<file path="config.mk">
export PLATFORM = sky130hd
export DESIGN_NAME = pipe_stage_skid
export DESIGN_NICKNAME = d
export VERILOG_FILES = /design/src/rtl/pipe_stage_skid.sv
export SDC_FILE = /design/constraint.sdc
export NUM_CORES = 1
export LEC_CHECK = 0
export CELL_PAD_IN_SITES_DETAIL_PLACEMENT = 1
export CELL_PAD_IN_SITES_GLOBAL_PLACEMENT = 1
export CORE_MARGIN = 2
export CORE_UTILIZATION = 41
export DETAILED_ROUTE_END_ITERATION = 8
export PLACE_DENSITY_LB_ADDON = 0.1
export SLEW_MARGIN = 20
export SYNTH_ARGS = -nofsm -noshare
export SYNTH_HDL_FRONTEND = slang
export SYNTH_SLANG_ARGS = --single-unit
</file>
<file path="constraint.sdc">
create_clock -name clk -period 25.6 [get_ports clk]
set_clock_uncertainty 0.05 [all_clocks]
set_input_delay 5.12 -clock clk [delete_from_list [all_inputs] [get_ports clk]]
set_output_delay 5.12 -clock clk [all_outputs]
set_load 0.02 [all_outputs]
</file>
<file path="src/rtl/pipe_stage_skid.sv">
// Generic pipeline stage register with valid/ready handshake and a 2-entry skid buffer.
// The control field is zeroed whenever the stage is empty, so a bubble acts as a NOP downstream.
module pipe_stage_skid #(
   parameter int CTRL_W     = 11,
   parameter int DATA_W     = 143,
   parameter int CLEAR_DATA = 0,
   parameter int CNT_W      = 16
) (
   input  logic              clk,
   input  logic              r,
   input  logic              flush,
   input  logic              in_valid,
   output logic              in_ready,
   input  logic [CTRL_W-1:0] in_ctrl,
   input  logic [DATA_W-1:0] in_data,
   output logic              out_valid,
   input  logic              out_ready,
   output logic [CTRL_W-1:0] out_ctrl,
   output logic [DATA_W-1:0] out_data,
   output logic [1:0]        occupancy,
   output logic [CNT_W-1:0]  stall_cnt
);

   typedef enum logic [1:0] {
      ST_EMPTY = 2'd0,
      ST_ONE   = 2'd1,
      ST_FULL  = 2'd2
   } state_t;

   state_t              state_r, state_s;
   logic [CTRL_W-1:0]   main_ctrl_r, main_ctrl_s;
   logic [DATA_W-1:0]   main_data_r, main_data_s;
   logic [CTRL_W-1:0]   skid_ctrl_r, skid_ctrl_s;
   logic [DATA_W-1:0]   skid_data_r, skid_data_s;
   logic [CNT_W-1:0]    stall_cnt_r, stall_cnt_s;
   logic                in_ready_s, out_valid_s, in_fire_s, out_fire_s;

   // Handshake flags decode from the state register only, so ready never sees out_ready.
   assign in_ready_s  = (state_r != ST_FULL);
   assign out_valid_s = (state_r != ST_EMPTY);
   assign in_fire_s   = in_valid & in_ready_s;
   assign out_fire_s  = out_valid_s & out_ready;

   assign in_ready  = in_ready_s;
   assign out_valid = out_valid_s;
   assign out_ctrl  = main_ctrl_r;
   assign out_data  = main_data_r;
   assign occupancy = state_r;
   assign stall_cnt = stall_cnt_r;

   // Next-state and next-payload selection for the main/skid entries and the stall counter.
   always_comb begin
      state_s     = state_r;
      main_ctrl_s = main_ctrl_r;
      main_data_s = main_data_r;
      skid_ctrl_s = skid_ctrl_r;
      skid_data_s = skid_data_r;
      stall_cnt_s = stall_cnt_r;

      if (flush) begin
         state_s     = ST_EMPTY;
         main_ctrl_s = {CTRL_W{1'b0}};
         skid_ctrl_s = {CTRL_W{1'b0}};
         if (CLEAR_DATA != 0) begin
            main_data_s = {DATA_W{1'b0}};
            skid_data_s = {DATA_W{1'b0}};
         end else begin
            main_data_s = main_data_r;
            skid_data_s = skid_data_r;
         end
      end else begin
         case (state_r)
            ST_EMPTY: begin
               if (in_fire_s) begin
                  state_s     = ST_ONE;
                  main_ctrl_s = in_ctrl;
                  main_data_s = in_data;
               end else begin
                  state_s = ST_EMPTY;
               end
            end
            ST_ONE: begin
               if (in_fire_s && out_fire_s) begin
                  main_ctrl_s = in_ctrl;
                  main_data_s = in_data;
               end else if (in_fire_s) begin
                  state_s     = ST_FULL;
                  skid_ctrl_s = in_ctrl;
                  skid_data_s = in_data;
               end else if (out_fire_s) begin
                  state_s     = ST_EMPTY;
                  main_ctrl_s = {CTRL_W{1'b0}};
                  if (CLEAR_DATA != 0) begin
                     main_data_s = {DATA_W{1'b0}};
                  end else begin
                     main_data_s = main_data_r;
                  end
               end else begin
                  state_s = ST_ONE;
               end
            end
            ST_FULL: begin
               if (out_fire_s) begin
                  state_s     = ST_ONE;
                  main_ctrl_s = skid_ctrl_r;
                  main_data_s = skid_data_r;
                  skid_ctrl_s = {CTRL_W{1'b0}};
                  if (CLEAR_DATA != 0) begin
                     skid_data_s = {DATA_W{1'b0}};
                  end else begin
                     skid_data_s = skid_data_r;
                  end
               end else begin
                  state_s = ST_FULL;
               end
            end
            default: begin
               state_s     = ST_EMPTY;
               main_ctrl_s = {CTRL_W{1'b0}};
               skid_ctrl_s = {CTRL_W{1'b0}};
            end
         endcase
      end

      if (out_valid_s && !out_ready && (stall_cnt_r != {CNT_W{1'b1}})) begin
         stall_cnt_s = stall_cnt_r + {{(CNT_W-1){1'b0}}, 1'b1};
      end else begin
         stall_cnt_s = stall_cnt_r;
      end
   end

   // State and payload registers with synchronous active-low reset.
   always_ff @(posedge clk) begin
      if (!r) begin
         state_r     <= ST_EMPTY;
         main_ctrl_r <= {CTRL_W{1'b0}};
         skid_ctrl_r <= {CTRL_W{1'b0}};
         stall_cnt_r <= {CNT_W{1'b0}};
         if (CLEAR_DATA != 0) begin
            main_data_r <= {DATA_W{1'b0}};
            skid_data_r <= {DATA_W{1'b0}};
         end else begin
            main_data_r <= main_data_r;
            skid_data_r <= skid_data_r;
         end
      end else begin
         state_r     <= state_s;
         main_ctrl_r <= main_ctrl_s;
         main_data_r <= main_data_s;
         skid_ctrl_r <= skid_ctrl_s;
         skid_data_r <= skid_data_s;
         stall_cnt_r <= stall_cnt_s;
      end
   end

endmodule

</file>
==> results.cfg <==
[synth]
synth.cell_area_sq_um = 12200
netlist_instances = 954
yosysWarningCount = 0
async_reset_ff_share_pct = 0
ys_ff_latch = 326
yosysTopAreaCell = edfxtp_1
syn_area_per_cell_sq_um = 12.8
synth-edff-count = 286
synth.distinct_cells = 43
yosysTopAreaCellShare_pct = 70.1
netlist_top_cells_count = nand2_1 (439), edfxtp_1 (286), dfxtp_1 (40), nor2_1 (28), clkbuf_1 (23)
netlist_top_cells_area = edfxtp_1 (70%), nand2_1 (13%), dfxtp_1 (6.5%), mux2i_1 (1.4%), a222oi_1 (0.90%)
yosysSeqAreaShare_pct = 76.7
syn_nets = 1114
synth_most_common_cell = nand2_1
ys.flop_type = edfxtp_1

[cells_and_area]
final_core_util_pct = 57.9
num-nets-final = 1448
drive_gt1_share_pct = 5.09
design_area_sq_um = 17100
n_fill_cell = 3004
syn_to_final_growth_pct = 39.8
multi_input_area_sq_um = 2640
seqCellArea_sq_um = 9390

[pwr]
power.leakage_nw = 6.29
vdd_drop_max_uv = 40.0
power_density_nw_per_um2 = 68.6

[sta]
slew_viol_final = 0
relSlewSlack_pct = 30.5
period_share_pct = 32.1
setup_violations = 0
fmax_ghz = 0.122
fin_crit_ns = 8.22
worst_hold_slack_ns = 0.444
tns_ns = 0
finalHoldViolations = 0
grt_setup_unrepaired = false
tightest_slew_ns = 1.04
setup_ws_ns = 17.38

[floorplan]
dieArea_sq_um = 31300
die-width_microns = 177
initial_core_util_pct = 41.4
ios = 333
rows = 63
fp.coreArea_sq_um = 29600
die_h_microns = 177

[global_routing]
antenna_found_initial = 9
grt_use_total_pct = 19.7
grt_pass1_wl_microns = 47400
overflow = 0
first_global_vias = 8448
grt_start_max_net_pins = 144

[placed_design]
hpwl_microns = 20300
numPortBuffers = 332
place_area_sq_um = 15900
place_ws_ns = 16.83
place_congestion = 0.767

[clock_tree]
cts_setup_buffers = 0
hold_buffers = 0
numClockSinks = 326
htreeDepth = 2
cts-root-buf = clkbuf_16
worstSkewPairLatency_ns = 0.51
cts_buffers = 37
cts.clk_slew.worst_paths_ns = 0.06
cts_resized = 0
cts_tree = built
clockBufferDepth = 3

[setup_path]
path_max_fanout = 75
crit_buf_inv = 4
end_kind = flip-flop
crit_path_frequent_cell = buf_4
r2r_start = occupancy[1]
cp-startpoint = out_ready
cp_slowest_cell = buf_4
cp-start-kind = input pin
critPathMaxStageDelay_ns = 0.90
cpLargestDelayFamily = buffers and inverters
critPathArrivalTime_ns = 8.29
path_cells = clkdlybuf4s50_1 -> nor2b_1 -> nor3b_1 -> buf_4 -> nor2_1 -> nor2_4 -> buf_4 -> buf_4
critical_path_class = in -> reg
cp.required_ns = 25.68
reg2reg_setup_slack_ns = 21.16

[flow_run]
max_cap_viol_count = 0

[hold_path]
min_path_type = reg -> reg
hp-start = skid_data_r[102]

[routing]
wl_per_cell_microns = 18.5
ant_nets = 0
vias_per_cell = 4.82
routed-via-count = 8273
first_iter_violations = 543
routed_wl_microns = 31700
drtPass1Iterations = 5
drc = 0

[status]
status = completed
[worst reg2reg max path, cell delays in order, from the launching register on]
cell and delay, ns:
dfxtp_1 0.55, nor2b_4 0.26, buf_4 0.66, and2_1 0.50, nor2_1 0.15, nor2_4 0.09, buf_4 0.70, buf_4 1.00
[cell type report]
class	instances	area share, %
flip-flops and latches	326	54.8
clock buffers	56	6.31
repair buffers	341	19.9
well taps	390	2.85
inverters	3	0.0804
diodes	10	0.146
multi-input cells	579	15.4
clock inverters	11	0.453
[logic make-up after synthesis]
family | synth area share (%)
and+or+nand+nor | 17.4
AOI/OAI and AO/OA | 2.46
DFF | 76.7
xor gates and xnor gates | 0.0716
muxes | 1.39
buffers and inverters | 1.88
adders and majority gates | 0.102
[worst paths after layout]
kind	end	depth (start not counted)
max	out_data[61]	8
min	out_data[102]	2
max reg2reg	out_data[61]	7
min reg2reg	out_data[102]	2
[per-layer routing]
layer / GRT usage, % / up-vias / share of wire (%)
li1: - / 3990 / -
met3: 4.79 / 52 / 6.7
met1: 25.2 / 3958 / 42
met5: 0 / - / 0
met4: 7.61 / 0 / 3.0
met2: 32.5 / 273 / 48
[power by group]
part | internal [mW] | switching (mW)
clock network | 0.301 | 0.203
registers | 0.589 | 0.00333
logic | 0.0408 | 0.0366
total | 0.931 | 0.243
[cell usage in the layout (no fill, tap or decap), types with 4 or more instances in the layout]
cell / count
a21oi_1: 9
a222oi_1: 11
and2_1: 13
buf_4: 8
clkbuf_1: 13
clkbuf_16: 39
clkbuf_8: 4
clkdlybuf4s50_1: 332
clkinv_1: 7
dfxtp_1: 40
diode_2: 10
edfxtp_1: 286
mux2i_1: 17
nand2_1: 439
nand2b_1: 4
nand3_1: 6
nand4_1: 4
nor2_1: 27
nor2b_1: 4
o21ai_0: 6
o31ai_1: 4
or3_1: 5
or4_1: 4
[sequential cells by signal (all words and copies together) (netlist names)]
| name | count |
|---|---|
| occupancy | 2 |
| out_ctrl | 11 |
| out_data | 143 |
| skid_ctrl_r | 11 |
| skid_data_r | 143 |
| stall_cnt | 16 |
[stage by stage]
step	instances	power, mW
detailed placement	1639	0.681
floorplan	954	0.634
finish	1716	1.17
CTS	1706	1.19
global route	1711	1.21
global placement	1639	0.679
Note: power is estimated with default switching activity, not from simulation.
